**src/rtl/regfile_pkg.sv**
```systemverilog
// rtl/regfile_pkg.sv - shared constants and pending-write entry type for the register-file write port
package regfile_pkg;

  localparam int ADDR_W         = 5;
  localparam int NUM_REGS       = 32;
  localparam int DEFAULT_DATA_W = 32;

  typedef struct packed {
    logic [ADDR_W-1:0]         addr;
    logic [DEFAULT_DATA_W-1:0] data;
  } wq_entry_t;

endpackage

```
**src/rtl/wr_decoder_5to32.sv**
```systemverilog
// rtl/wr_decoder_5to32.sv - commit address plus enable to one-hot register write-enable vector
module wr_decoder_5to32
  import regfile_pkg::*;
(
  input  logic [ADDR_W-1:0]   i_addr,
  input  logic                i_en,
  output logic [NUM_REGS-1:0] o_we
);

  always_comb begin
    o_we = '0;
    if (i_en) o_we[i_addr] = 1'b1;
  end

endmodule

```
**src/rtl/regfile_write_port.sv**
```systemverilog
// rtl/regfile_write_port.sv - queued register-file write port with hazard lookup; macro REGFILE_ZERO_HARDWIRED_EN hardwires r0
// Queue entries carry DEFAULT_DATA_W data bits, so DATA_W must not exceed DEFAULT_DATA_W.
module regfile_write_port
  import regfile_pkg::*;
#(
  parameter int DATA_W = DEFAULT_DATA_W,
  parameter int DEPTH  = 2
) (
  input  logic                       clk_i,
  input  logic                       rst_n_i,
  input  logic                       wr_valid_i,
  output logic                       wr_ready_o,
  input  logic [ADDR_W-1:0]          wr_addr_i,
  input  logic [DATA_W-1:0]          wr_data_i,
  input  logic                       stall_i,
  input  logic [ADDR_W-1:0]          chk_addr_i,
  output logic                       hazard_o,
  output logic                       commit_o,
  output logic [ADDR_W-1:0]          commit_addr_o,
  output logic [NUM_REGS*DATA_W-1:0] regs_o
);

  localparam int PTR_W = $clog2(DEPTH);

`ifdef REGFILE_ZERO_HARDWIRED_EN
  localparam bit ZERO_HW = 1'b1;
`else
  localparam bit ZERO_HW = 1'b0;
`endif

  wq_entry_t          r_q [DEPTH];
  logic [PTR_W-1:0]   r_head;
  logic [PTR_W-1:0]   r_tail;
  logic [PTR_W:0]     r_count;
  logic [DATA_W-1:0]  r_regs [NUM_REGS];
  logic               r_commit;
  logic [ADDR_W-1:0]  r_commit_addr;

  logic               w_accept;
  logic               w_push;
  logic               w_pop;
  logic               w_hit;
  logic [NUM_REGS-1:0] w_we;

  assign wr_ready_o = rst_n_i && (r_count < (PTR_W+1)'(DEPTH));
  assign w_accept   = wr_valid_i && wr_ready_o;
  // r0 writes are acknowledged but dropped when r0 is hardwired
  assign w_push     = w_accept && !(ZERO_HW && (wr_addr_i == '0));
  assign w_pop      = (r_count != '0) && !stall_i;

  wr_decoder_5to32 u_dec (
    .i_addr (r_q[r_head].addr),
    .i_en   (w_pop),
    .o_we   (w_we)
  );

  always_comb begin
    w_hit = 1'b0;
    for (int i = 0; i < DEPTH; i++) begin
      if (({1'b0, PTR_W'(PTR_W'(i) - r_head)} < r_count) && (r_q[i].addr == chk_addr_i))
        w_hit = 1'b1;
    end
  end

  assign hazard_o = rst_n_i && w_hit && !(ZERO_HW && (chk_addr_i == '0));

  always_ff @(posedge clk_i) begin
    if (w_push) r_q[r_tail] <= '{addr: wr_addr_i, data: DEFAULT_DATA_W'(wr_data_i)};
  end

  always_ff @(posedge clk_i) begin
    if (!rst_n_i) begin
      r_head        <= '0;
      r_tail        <= '0;
      r_count       <= '0;
      r_commit      <= 1'b0;
      r_commit_addr <= '0;
      for (int n = 0; n < NUM_REGS; n++) r_regs[n] <= '0;
    end else begin
      if (w_push) r_tail <= r_tail + PTR_W'(1);
      if (w_pop)  r_head <= r_head + PTR_W'(1);
      case ({w_push, w_pop})
        2'b10:   r_count <= r_count + (PTR_W+1)'(1);
        2'b01:   r_count <= r_count - (PTR_W+1)'(1);
        default: r_count <= r_count;
      endcase
      r_commit <= w_pop;
      if (w_pop) r_commit_addr <= r_q[r_head].addr;
      for (int n = 0; n < NUM_REGS; n++) begin
        if (w_we[n] && !(ZERO_HW && (n == 0))) r_regs[n] <= r_q[r_head].data[DATA_W-1:0];
      end
    end
  end

  for (genvar n = 0; n < NUM_REGS; n++) begin : g_regs
    assign regs_o[n*DATA_W +: DATA_W] = r_regs[n];
  end

  assign commit_o      = r_commit;
  assign commit_addr_o = r_commit_addr;

endmodule

```
**config.mk**
```make
export PLATFORM = sky130hd
export DESIGN_NAME = regfile_write_port
export DESIGN_NICKNAME = d
export VERILOG_FILES = /design/src/rtl/regfile_pkg.sv /design/src/rtl/wr_decoder_5to32.sv /design/src/rtl/regfile_write_port.sv
export SDC_FILE = /design/constraint.sdc
export NUM_CORES = 1
export LEC_CHECK = 0
export CAP_MARGIN = 20
export CORE_AREA = 3 3 421 423
export DETAILED_ROUTE_END_ITERATION = 16
export DIE_AREA = 0 0 424 426
export SLEW_MARGIN = 10
export SYNTH_ARGS = -nofsm -noshare
export SYNTH_HDL_FRONTEND = slang
export SYNTH_SLANG_ARGS = --single-unit
```
**constraint.sdc**
```tcl
create_clock -name clk_i -period 12.04 [get_ports clk_i]
set_input_delay 1.204 -clock clk_i [delete_from_list [all_inputs] [get_ports clk_i]]
set_output_delay 1.204 -clock clk_i [all_outputs]
set_load 0.01 [all_outputs]
```
# Word-level counts from Yosys, hierarchy flattened
# Memory sizes are Yosys's and may differ from the RTL's. A register that Yosys moved wholly into a read port is not among the register bits.
# Index checks and enable logic that the tools add are counted.
dict set report classes {
  n_eq_ne 4
  n_lt_le_gt_ge 5
  n_mux 139
  bitwise 32
  addsub 6
  reduce_logical 10
}
# operator n
set ops {}
lappend ops {{2-to-1 mux 32 bit} 33}
lappend ops {{2-to-1 mux 1 bit} 104}
lappend ops {{bitwise OR 1 bit} 32}
lappend ops {{equality test 5 bit} 2}
lappend ops {{logical AND 1 bit} 7}
lappend ops {{< comparator 5 x 6 -> 1 bit, second input constant} 1}
lappend ops {{demux 1 bit (select 5 bit)} 1}
lappend ops {{greater-or-equal comparator 5 x 1 -> 1 bit, second input constant} 1}
lappend ops {{< comparator 1 x 2 -> 1 bit} 2}
lappend ops {{case mux 2 bit (2 select lines)} 1}
lappend ops {{nonzero test 2 bit} 2}
lappend ops {{adder 1 bit, second input constant} 2}
lappend ops {{adder 2 x 1 -> 2 bit, second input constant} 1}
lappend ops {{equality test 2 x 1 -> 1 bit, second input constant} 1}
lappend ops {{equality test 2 bit, second input constant} 1}
lappend ops {{< comparator 2 bit, second input constant} 1}
lappend ops {{subtractor 1 bit, first input constant} 2}
lappend ops {{subtractor 2 x 1 -> 2 bit, second input constant} 1}
lappend ops {{zero test 1 bit} 1}
dict set report totals {
  register_bits 10
  output_inout_bits 1032
  input_bits 46
  n_memories 2
  wordCells 203
  ram_bits 1098
}
# memory depth width rd rd_clocked_by_memory_dff wr line
set memory_table {}
lappend memory_table {r_regs 32 32 32 0 32 regfile_write_port.sv:35} ;# logic [DATA_W-1:0] r_regs [NUM_REGS];
lappend memory_table {r_q 2 37 3 1 1 regfile_write_port.sv:31} ;# wq_entry_t r_q [DEPTH];

# Logic depth before layout (Yosys ltp)
dict set report depth {
  ltp_word 9
  depth_mapped 8
  depth_no_buf 6
}

# Hierarchy
# A second synthesis with hierarchy kept.
dict set report unflattened {
  cells_unflattened 1978
  area_unflattened_um2 38698.4
}
# module cells_per_inst seq_area_each_um2 n_inst area_each_um2
set modules_own_cells {}
lappend modules_own_cells {regfile_write_port 1931 33191.8 1 38468.1}
lappend modules_own_cells {wr_decoder_5to32 47 0.0 1 230.2}

# Least setup slack after synthesis
# No wires, ideal clock.
dict set report synth_path {
  kind {in2reg}
  start {in stall_i}
  end {mem r_regs[0][0] in the netlist's numbering, enable pin}
  stages 5
  arrival_time_ps 4408
  setup_time_ps 470
  required_time_ps 11570
  slack_ps 7162
  n_path_buf 2
  cell_sequence {o21ba_2 > buf_4 > nand2_1 > buf_1 > o31ai_1}
}
# element line
set synth_rtl {}
lappend synth_rtl {{start, declared} regfile_write_port.sv:15} ;# input logic stall_i,
lappend synth_rtl {{end, declared} regfile_write_port.sv:35}

==> summary.md <==
| Metric | Value |
|---|---|
| CP max-delay cell | buf_4 |
| Hold depth | 2 |
| CTS Sinks | 1109 |
| Synth unique cells | 45 |
| WL final | 161 mm |
| Setup Fix Bufs, Post-CTS | 0 |
| CTS clk-pin slew, worst paths | 0.06 ns |
| Slew Viols, Final | 0 |
| Max-Slew Margin vs Limit | 26.6% |
| Worst-case clock buffer depth | 3 |
| CP max stage delay | 0.84 ns |
| Synth cell count leaders | edfxtp_1, nor3_1, nor3_2 |
| Setup crit end kind | flip-flop |
| Number of I/O port buffers | 1077 |
| CTS root buf | clkbuf_16 |
| Final period utilization | 35.1% |
| Post-DRT Antenna Nets | 0 |
| Hold slack | 0.498 ns |
| Number of enable flip-flop cells after synthesis | 1098 |
| Syn Inst Count | 2094 |
| WL/cell | 28.6 um |
| Die Y | 426 um |
| First-pass GRT wire length | 212 mm |
| Resized cells post-CTS | 0 |
| Cts bufs inserted | 114 |
| Initial antenna violation count | 4 |
| Ys async rst share | 0% |
| Htree depth | 3 |
| Fmax | 236 MHz |
| HP Class | flip-flop to flip-flop |
| GP Congestion | 0.786 |
| Crit start category | flip-flop |
| Warnings, synthesis | 0 |
| Post-DP HPWL | 113 mm |
| Nets | 3258 |
| Worst-Margin Slew | 1.10 ns |
| Layout Area Growth over Synthesis | 45.5% |
| Drt first pass iters | 5 |
| I/O pins | 1078 |
| Largest net degree at the start of global routing | 90 |
| Max-Cap Viols | 0 |
| GRT Overall Usage | 17.0% |
| Post-route total power | 10100 uW |
| Leak Pwr | 0.0186 uW |
| Critical setup path kind | flip-flop to flip-flop |
| CORE AREA | 174000 um^2 |
| Critical Path RT | 12.47 ns |
| Initial Util | 22.7% |
| PD cells | 175 nW/um^2 |
| Final Hold Vio Count | 0 |
| Die X | 424 um |
| Synth top area share | 83.6% |
| Cell taking the most area after synthesis | edfxtp_1 |
| R2r worst-path depth | 6 |
| Clock Latency Late Sink | 0.79 ns |
| CP Max Fanout | 89 |
| Status | finished, final reports clean |
| Starting DRT DRC Count | 2257 |
| GRT overflow | 0 |
| Synth area leaders | edfxtp_1, nor3_1, nor3_2 |
| Vias in the first global route | 24040 |
| Sequential share of the synthesized area | 84.1% |
| Cell Area, Synth | 39500 um^2 |
| Maximum VDD drop | 0.000138 V |
| Yosys reg bits | 1109 |
| Setup tns final | 0 ns |
| Clock Skew | 0.0800 ns |
| CTS tree | done |
| Crit path cell chain | nor3_1, a21oi_4, buf_4, buf_4, buf_4, nor3_1 |
| Post-route DRC | 0 |
| Period minus WS final | 4.23 ns |
| Syn Area/Cell | 18.8 um^2 |
| Die area | 181000 um^2 |
| Dominant synthesized flop cell | edfxtp_1 |
| RSZ-0062 raised after global routing | no |
| Layout cells sized above 1 | 17.1% |
| Most frequent cell after synthesis | edfxtp_1 |
| Post-Syn Nets | 2141 |
| Most frequent CP cell | buf_4 |
| Post-CTS Hold Buffers | 0 |
| Vias per cell | 4.36 |
| Arrival @ worst endpoint | 4.66 ns |
| Final setup violation count | 0 |
| Detailed-route via count | 24551 |
| Site row count | 153 |
## registers in the layout (all words and copies together), names as in the netlist, named ones only
signal / flops
r_count: 2
r_tail: 1
r_q: 74
r_regs: 1024
r_head: 1
commit_o: 1
commit_addr_o: 5
## layout make-up
type,instances,area (um^2)
inverter,34,128
clock inverter,74,852
sequential,1109,33200
antenna,1,2.50
tap,2325,2910
fill,16832,116000
multi-input combinational,777,5800
clock buffer,137,2980
timing repair buffer,1175,11600
## cell families after synthesis
logic type,share of synthesized area (%)
mux,1.08
flops,84.1
compound gates,1.11
buf+inv,2.55
xor+xnor,0.311
fa+ha+maj,0.0317
simple gates,10.8
## metal layers
layer / track usage [%] / part of all wire [%]
met1: 18.9 / 36
met2: 31.8 / 54
met3: 4.41 / 7.5
met4: 4.69 / 2.7
met5: 0 / 0.012
## stage by stage
step	cells	area (um^2)	setup slack, ns	utilization [%]
after floorplan	2094	39500	7.16	-
after global placement	5417	53500	7.14	30.8
after detailed placement	5419	53600	7.13	30.8
after CTS	5630	57400	7.78	33.0
after global routing	5632	57400	7.48	33.0
final	5632	57400	7.81	33.0
## power breakdown
| group | switching, uW | internal (uW) |
|---|---|---|
| clock network | 1570 | 2020 |
| registers | 114 | 4610 |
| logic | 1160 | 580 |
## critical path: cells and delay by family (launching register included)
family / cells / cell delay (ns)
AND/OR/NAND/NOR: 2 / 0.45
flip-flops: 1 / 0.78
AO/OA/AOI/OAI: 1 / 0.16
buffers and inverters: 3 / 2.23
## path summary, 6_finish.rpt
check                                       from               end  slack, ns
worst min register to register  commit_addr_o[0]  commit_addr_o[0]       0.50
worst max register to register         flip-flop      r_regs[0][1]       7.81
worst min-delay path            commit_addr_o[0]  commit_addr_o[0]       0.50
worst max-delay path                   flip-flop      r_regs[0][1]       7.81
## cells in the final DEF, fill, tap and decap left out, drive strengths merged, types with 2 or more instances in the layout
cell type,count
mux2i,4
nor3,572
o31ai,4
and3,2
inv,38
nor4,7
o21ai,30
bufinv,11
buf,99
nor3b,7
clkdlybuf4s50,1076
or3,2
xor2,3
mux2,33
nand2,36
clkbuf,137
and3b,8
a31oi,2
nand4,2
clkinvlp,5
a211oi,3
nor2b,3
clkinv,54
xnor2,11
nor2,18
o22ai,6
a21oi,4
o211ai,13
edfxtp,1098
dfxtp,11
No activity file was read; power rests on OpenSTA's default activity.
